$ cat config.mk
export PLATFORM = sky130hd
export DESIGN_NAME = rv_multicycle_sequencer
export DESIGN_NICKNAME = d
export VERILOG_FILES = /design/src/rtl/rv_multicycle_sequencer.sv
export SDC_FILE = /design/constraint.sdc
export NUM_CORES = 1
export LEC_CHECK = 0
export CORE_MARGIN = 3
export CORE_UTILIZATION = 46
export DETAILED_ROUTE_END_ITERATION = 7
export GPL_ROUTABILITY_DRIVEN = 0
export PLACE_DENSITY = 0.89
export SYNTH_ARGS = -nofsm -noshare
export SYNTH_HDL_FRONTEND = slang
export SYNTH_SLANG_ARGS = --single-unit
$ cat constraint.sdc
create_clock -name clk -period 3.9 [get_ports clk]
set_clock_uncertainty 0.05 [all_clocks]
set_input_delay 0.78 -clock clk [delete_from_list [all_inputs] [get_ports clk]]
set_output_delay 0.78 -clock clk [all_outputs]
set_load 0.03 [all_outputs]
$ cat src/rtl/rv_multicycle_sequencer.sv
// Multi-cycle control sequencer for the RV32I core.
// Owns PC, IR, ALU-output and memory-data holding registers and walks each
// instruction through FETCH/DECODE/EXECUTE/MEM/WRITEBACK over one shared
// variable-latency req/ready memory port. Illegal opcodes, memory timeouts and
// misaligned fetches park the FSM in a sticky FAULT state.
module rv_multicycle_sequencer #(
  parameter int unsigned     XLEN     = 32,
  parameter logic [XLEN-1:0] RESET_PC = '0,
  parameter int unsigned     MAX_WAIT = 16
) (
  input  logic            clk,
  input  logic            reset,
  input  logic            halt,
  output logic            mem_req,
  output logic            mem_we,
  output logic [XLEN-1:0] mem_addr,
  output logic [XLEN-1:0] mem_wdata,
  input  logic            mem_ready,
  input  logic [XLEN-1:0] mem_rdata,
  input  logic [XLEN-1:0] alu_result,
  input  logic [XLEN-1:0] rs2_data,
  input  logic            branch_taken,
  output logic [XLEN-1:0] pc,
  output logic [31:0]     ir,
  output logic [XLEN-1:0] alu_out_q,
  output logic [XLEN-1:0] mdr,
  output logic            reg_write,
  output logic [1:0]      wb_sel,
  output logic            retire,
  output logic [2:0]      state,
  output logic [1:0]      fault_cause
);

  typedef enum logic [2:0] {
    S_FETCH   = 3'd0,
    S_DECODE  = 3'd1,
    S_EXECUTE = 3'd2,
    S_MEM     = 3'd3,
    S_WB      = 3'd4,
    S_FAULT   = 3'd7
  } state_t;

  typedef enum logic [3:0] {
    C_LUI, C_AUIPC, C_JAL, C_JALR, C_BRANCH,
    C_LOAD, C_STORE, C_OPIMM, C_OP, C_ILLEGAL
  } class_t;

  localparam logic [1:0] CAUSE_NONE     = 2'd0;
  localparam logic [1:0] CAUSE_ILLEGAL  = 2'd1;
  localparam logic [1:0] CAUSE_TIMEOUT  = 2'd2;
  localparam logic [1:0] CAUSE_MISALIGN = 2'd3;

  localparam logic [31:0] IR_NOP = 32'h0000_0013;

  state_t          state_q;
  logic [XLEN-1:0] pc_q;
  logic [31:0]     ir_q;
  logic [XLEN-1:0] mdr_q;
  logic [1:0]      cause_q;
  logic [31:0]     wait_q;
  logic            busy_q;   // a fetch request is outstanding; halt no longer applies

  class_t          cls;
  logic [XLEN-1:0] pc_plus4;
  logic [XLEN-1:0] jalr_target;
  logic [31:0]     wait_inc;
  logic            timeout_hit;
  logic            fetch_aligned;
  logic            fetch_req;

  // Write-back mux select for each instruction class.
  function automatic logic [1:0] wb_sel_of(input class_t c);
    case (c)
      C_LUI:                   return 2'd0;
      C_AUIPC, C_OP, C_OPIMM:  return 2'd1;
      C_JAL, C_JALR:           return 2'd2;
      C_LOAD:                  return 2'd3;
      default:                 return 2'd0;
    endcase
  endfunction

  // Instruction class from the opcode field of the held IR.
  always_comb begin
    cls = C_ILLEGAL;
    case (ir_q[6:0])
      7'b0110111: cls = C_LUI;
      7'b0010111: cls = C_AUIPC;
      7'b1101111: cls = C_JAL;
      7'b1100111: cls = C_JALR;
      7'b1100011: cls = C_BRANCH;
      7'b0000011: cls = C_LOAD;
      7'b0100011: cls = C_STORE;
      7'b0010011: cls = C_OPIMM;
      7'b0110011: cls = C_OP;
      default:    cls = C_ILLEGAL;
    endcase
  end

  // PC arithmetic wraps modulo 2^XLEN; the wait counter saturates so an
  // unbounded wait (MAX_WAIT == 0) never rolls over into a false match.
  always_comb begin
    pc_plus4      = pc_q + {{(XLEN-3){1'b0}}, 3'd4};
    jalr_target   = {alu_out_q[XLEN-1:1], 1'b0};
    wait_inc      = (&wait_q) ? wait_q : wait_q + 32'd1;
    timeout_hit   = (MAX_WAIT != 0) && (wait_inc == MAX_WAIT);
    fetch_aligned = (pc_q[1:0] == 2'b00);
    fetch_req     = fetch_aligned && (busy_q || !halt);
  end

  // Sequencer FSM and the holding registers it loads.
  always_ff @(posedge clk) begin
    if (reset) begin
      state_q   <= S_FETCH;
      pc_q      <= RESET_PC;
      ir_q      <= IR_NOP;
      alu_out_q <= '0;
      mdr_q     <= '0;
      cause_q   <= CAUSE_NONE;
      wait_q    <= '0;
      busy_q    <= 1'b0;
    end else begin
      case (state_q)
        S_FETCH: begin
          if (!fetch_aligned) begin
            state_q <= S_FAULT;
            cause_q <= CAUSE_MISALIGN;
          end else if (fetch_req) begin
            if (mem_ready) begin
              ir_q    <= mem_rdata[31:0];
              busy_q  <= 1'b0;
              state_q <= S_DECODE;
            end else if (timeout_hit) begin
              busy_q  <= 1'b0;
              state_q <= S_FAULT;
              cause_q <= CAUSE_TIMEOUT;
            end else begin
              busy_q  <= 1'b1;
              wait_q  <= wait_inc;
            end
          end
        end
        S_DECODE: begin
          if (cls == C_ILLEGAL) begin
            state_q <= S_FAULT;
            cause_q <= CAUSE_ILLEGAL;
          end else begin
            state_q <= S_EXECUTE;
          end
        end
        S_EXECUTE: begin
          alu_out_q <= alu_result;
          if (cls == C_LOAD || cls == C_STORE) begin
            wait_q  <= '0;
            state_q <= S_MEM;
          end else if (cls == C_BRANCH) begin
            pc_q    <= branch_taken ? alu_result : pc_plus4;
            wait_q  <= '0;
            state_q <= S_FETCH;
          end else begin
            state_q <= S_WB;
          end
        end
        S_MEM: begin
          if (mem_ready) begin
            if (cls == C_STORE) begin
              pc_q    <= pc_plus4;
              wait_q  <= '0;
              state_q <= S_FETCH;
            end else begin
              mdr_q   <= mem_rdata;
              state_q <= S_WB;
            end
          end else if (timeout_hit) begin
            state_q <= S_FAULT;
            cause_q <= CAUSE_TIMEOUT;
          end else begin
            wait_q  <= wait_inc;
          end
        end
        S_WB: begin
          if (cls == C_JAL)       pc_q <= alu_out_q;
          else if (cls == C_JALR) pc_q <= jalr_target;
          else                    pc_q <= pc_plus4;
          wait_q  <= '0;
          state_q <= S_FETCH;
        end
        default: begin
          state_q <= S_FAULT;
        end
      endcase
    end
  end

  // Memory port and write-back controls, all held low while reset is asserted.
  always_comb begin
    mem_req   = 1'b0;
    mem_we    = 1'b0;
    mem_addr  = pc_q;
    mem_wdata = rs2_data;
    reg_write = 1'b0;
    retire    = 1'b0;
    wb_sel    = 2'd0;
    if (!reset) begin
      case (state_q)
        S_FETCH: begin
          mem_req = fetch_req;
        end
        S_EXECUTE: begin
          retire = (cls == C_BRANCH);
        end
        S_MEM: begin
          mem_req  = 1'b1;
          mem_addr = alu_out_q;
          mem_we   = (cls == C_STORE);
          retire   = (cls == C_STORE) && mem_ready;
        end
        S_WB: begin
          reg_write = 1'b1;
          retire    = 1'b1;
          wb_sel    = wb_sel_of(cls);
        end
        default: ;
      endcase
    end
  end

  assign pc          = pc_q;
  assign ir          = ir_q;
  assign mdr         = mdr_q;
  assign state       = state_q;
  assign fault_cause = cause_q;

endmodule
; ---- After elaboration in Yosys (flattened, before gate mapping)
; Cells that the tools add are included.
[op_classes]
n_reduce_logical = 19
mux = 50
add_sub_neg = 2
eq_ne = 34
bitwise = 1
[op_table]
columns = operator, count
row1 = $mux W32, 18
row2 = $pmux W32 S4, 1
row3 = $pmux W32 S3, 1
row4 = $pmux W4 S9, 1
row5 = $add A32 B1 Y32 const B, 1
row6 = $add A32 B3 Y32 const B, 1
row7 = $eq A32 B5 Y1 const B, 1
row8 = $reduce_and A32 Y1, 1
row9 = $mux W3, 9
row10 = $eq A7 B6 Y1 const B, 3
row11 = $eq A7 B7 Y1 const B, 3
row12 = $eq A4 B3 Y1 const B, 4
row13 = $ne A2 B2 Y1 const B, 8
row14 = $pmux W3 S5, 1
row15 = $eq A7 B5 Y1 const B, 2
row16 = $mux W2, 7
row17 = $pmux W2 S3, 2
row18 = $ne A3 B3 Y1 const B, 3
row19 = $reduce_and A3 Y1, 3
row20 = $eq A4 B2 Y1 const B, 2
row21 = $eq A4 B4 Y1 const B, 2
row22 = $mux W1, 8
row23 = $eq A7 B2 Y1 const B, 1
row24 = $eq A3 B2 Y1 const B, 2
row25 = other kinds (18), 21
[word_totals]
regBits = 166
output_inout_bits = 203
input_bits = 101
wordCells = 114

; ---- Depth between registers and ports, before layout
[logic_depth]
word_depth = 8
depth_mapped = 12
ltp_nobuf = 10

; ---- Least setup slack after synthesis
; OpenSTA, ideal clock, no wires.
[synth_path]
path_type = register to output
from = register state_q[2] (netlist: state[2])
to = output port retire
required_ns = 3.070
stages_incl_launch_ff = 8
setup_slack_ns = 0.511
arrival_time_ns = 2.559
cell_sequence = dfxtp_1 or3b_2 clkbuf_1 and2_1 o21a_1 clkbuf_1 clkbuf_1 a211oi_1
[synth_between]
elab_chain_len = 3
word_cells_on_any_way = 5
[synth_lines]
columns = element, line
row1 = start: declaration, 55  ; state_t state_q;
row2 = start signal: assignment, 113  ; state_q <= S_FETCH;
row3 = start signal: assignment, 125  ; state_q <= S_FAULT;
row4 = start signal: assignment, 131  ; state_q <= S_DECODE;
row5 = $eq A3 B3 Y1 / $eq A3 B2 Y1 (equally long branches), 204  ; case (state_q)
row6 = $pmux W1 S3 *, 204
row7 = $mux W1 *, 203  ; if (!reset) begin
row8 = end: declaration, 29  ; output logic retire,
; Mark *: on every way between the ends. The rest lies on a longest branch, timed or not.

; ---- Worst setup path in the final report
[layout_path]
from = register state_q[2] (netlist: state[2])
to = output port wb_sel[0]
[layout_between]
elab_chain_len = 3
[layout_lines]
columns = element, line
row1 = $eq A3 B3 Y1, 204
row2 = $mux W2, 204
row3 = $mux W2, 203
row4 = end: declaration, 28  ; output logic [1:0] wb_sel,
; Every way passes these cells.

==> impl_metrics.yaml <==
synthesis:
  yosysUniqueCellTypes: 64
  ys_warn_count: 0
  synthArstFlopShare_pct: 0
  synth_xor_area_share_pct: 3.63
  yosys.area_share.simple_pct: 27.9
  yosys.area_share.adder_pct: 0.280
  ys.flop_type: "dfxtp_1"
  yosysSeqAreaShare_pct: 37.2
  synth_compound_area_share_pct: 20.0
  synth_cells: 1191
  synth_mux_area_share_pct: 4.50
  synth_edf_count: 0
  synth_top_family_by_area: "simple AND/OR/NAND/NOR gates"
  yosys_register_bits: 166
  netlist_area_um2: 8930
  syn_area_per_cell_um2: 7.50
  synth_nets: 1294
cts:
  cts_made_buffers: 17
  cts_buffer_depth: 2
  cts-root-buf: "clkbuf_16"
  cts_tree: "yes"
  clock-sinks: 166
  h-tree-depth: 4
  clkLatencyLatePin_ns: 0.43
  hold_buffers: 0
  clkTransAtPathRegs_ns: 0.07
routing:
  drc: 1
  via_per_inst: 5.99
  first_pass_iters: 8
  vias: 9812
  drt-initial-drc-count: 1168
  antenna_left: 0
  wl_per_cell_um: 19.0
  finalWirelength_um: 31100
timing:
  setup_viol: 0
  final.setup.tns_ns: 0
  worst_hold_slack_ns: 0.403
  slew_viol_final: 0
  timing.fmax_mhz: 267
  period_minus_slack_ns: 3.74
  period_share_pct: 96.0
  setup_ws_ns: 0.158
  grt_setup_unrepaired: "false"
  tightestPinTransition_ns: 0.925
  relSlewSlack_pct: 38.3
  hold_violations: 0
worst_setup_path:
  start_kind: "flip-flop"
  crit_arrival_ns: 2.91
  critical_path_class: "flip-flop to primary output"
  path_max_fanout: 16
  required_ns: 3.07
  end_kind: "primary output"
die:
  die_x_um: 145
  rows: 50
  die_area_um2: 21100
  pin_count: 304
  start_util_pct: 47.3
  core_um2: 18900
  die_h_um: 145
status:
  violations: "DRC"
  outcome: "finished with violations"
layout:
  multi_input_area_um2: 5040
  drive_gt1_share_pct: 8.56
  diodes: 0
  syn_to_final_growth_pct: 33.6
  finalInstanceArea_um2: 11900
  final_cell_mix: "nand2_1, clkdlybuf4s50_1, dfxtp_1, a21oi_1, nor2_1"
  nets: 1468
  fill_cells: 1583
  layout_commonest_cell: "nand2_1"
  seq_area_um2: 3320
placement:
  portBuffers: 239
  placed_area_um2: 11300
  place_hpwl_um: 21500
  pre_cts_ws_ns: 0.400
global_routing:
  grt_use_total_pct: 28.0
  grt_max_degree: 49
  grt_pass1_wl_um: 48900
  gr-total-overflow: 0
  first_global_vias: 9168
  antenna_found_initial: 0
worst_hold_path:
  min_path_type: "flip-flop to flip-flop"
pwr:
  leakagePower_nw: 4.08
  power.total_mw: 6.39
  power_density_nw_per_um2: 535
  ir_worst_vdd_v: 0.000445
run:
  cap_violations: 0
-- stage by stage --
stage / cells / utilization, %
after global routing: 1638 / 63.2
after detailed placement: 1606 / 60.0
after floorplan: 1191 / -
final: 1638 / 63.2
after CTS: 1638 / 63.2
after global placement: 1606 / 60.0
-- final cells by class --
class	instances	area share (%)
Timing Repair Buffer	266	21.8
Inverter	12	0.377
Tap cell	260	2.73
Multi-Input combinational cell	902	42.3
Sequential cell	166	27.8
Clock inverter	14	1.32
Clock buffer	18	3.68
-- cells in the mapped netlist (all sizes together) (3+ instances only) --
master | count | area [um2]
and2 | 10 | 62.6
a221oi | 8 | 70.1
a41o | 3 | 30.0
a22oi | 17 | 128
xor2 | 20 | 175
nand2b | 8 | 50.1
mux2 | 33 | 372
inv | 12 | 45.0
and4b | 3 | 30.0
nor3 | 34 | 170
o21ai | 56 | 280
nor2b | 6 | 37.5
nand2 | 245 | 920
o31ai | 11 | 82.6
nand3 | 36 | 180
o211ai | 4 | 43.8
nor2 | 92 | 345
nand4 | 29 | 196
dfxtp | 166 | 3320
xnor2 | 17 | 149
buf | 37 | 263
nor4 | 12 | 105
clkbuf | 74 | 278
a31oi | 11 | 68.8
and3 | 18 | 116
and4 | 4 | 35.0
o22ai | 4 | 25.0
a21oi | 144 | 721
a222oi | 3 | 30.0
or3 | 11 | 71.3
o21a | 4 | 30.0
nand3b | 4 | 30.0
or4 | 6 | 51.3
a21o | 4 | 30.0
a211oi | 9 | 67.6
or2 | 3 | 18.8
a22o | 8 | 70.1
mux2i | 3 | 30.0
-- metal layers --
metal,GRT usage [%],vias to the layer above,wire [um]
met4,12.0,0,1290
li1,-,4535,-
met5,0,-,0
met3,8.32,97,3480
met1,33.8,4550,11500
met2,46.5,630,14800
-- timing repair --
item	CTS	global route
buffers inserted	0	0
setup endpoints to repair	0	1
resized for setup	0	1
-- critical path: stages (launching register included) --
cell             delay (ns)
dfxtp_1                0.67
or3b_2                 0.68
nor2_1                 0.21
and4b_1                0.22
clkdlybuf4s50_1        0.71
-- flip-flops by register name, summed over array words and instances (netlist names) --
name         cells
alu_out_q       32
busy_q           1
fault_cause      2
ir              32
mdr             32
pc              32
state            3
wait_q          32
-- path summary, 6_finish.rpt --
kind	from	to	slack (ns)	cells after the start
worst max-delay path	state[2]$_SDFFE_PP0P_	wb_sel[0]	0.16	4
worst min-delay path	mdr[3]$_SDFFE_PP0P_	mdr[3]$_SDFFE_PP0P_	0.40	2
worst max register to register	wait_q[15]$_SDFFE_PP0P_	fault_cause[0]$_SDFFE_PP0P_	0.16	9
worst min register to register	mdr[3]$_SDFFE_PP0P_	mdr[3]$_SDFFE_PP0P_	0.40	2
-- cells by family (layout without fill, tap and decap cells) --
kind of cell | count (synthesis) | after routing
adder cells (fa/ha/maj) | 2 | 2
XOR/XNOR | 37 | 37
AO/OA/AOI/OAI | 298 | 298
AND/OR/NAND/NOR | 529 | 529
flip-flops | 166 | 166
multiplexers | 36 | 36
buffers and inverters | 123 | 310
-- power by group --
group | switching, mW | leakage (nW) | internal, mW
sequential | 0.267 | 1.34 | 1.90
combinational | 1.59 | 2.45 | 0.916
clock | 0.789 | 0.290 | 0.930
No activity file was read; power rests on OpenSTA's default activity.
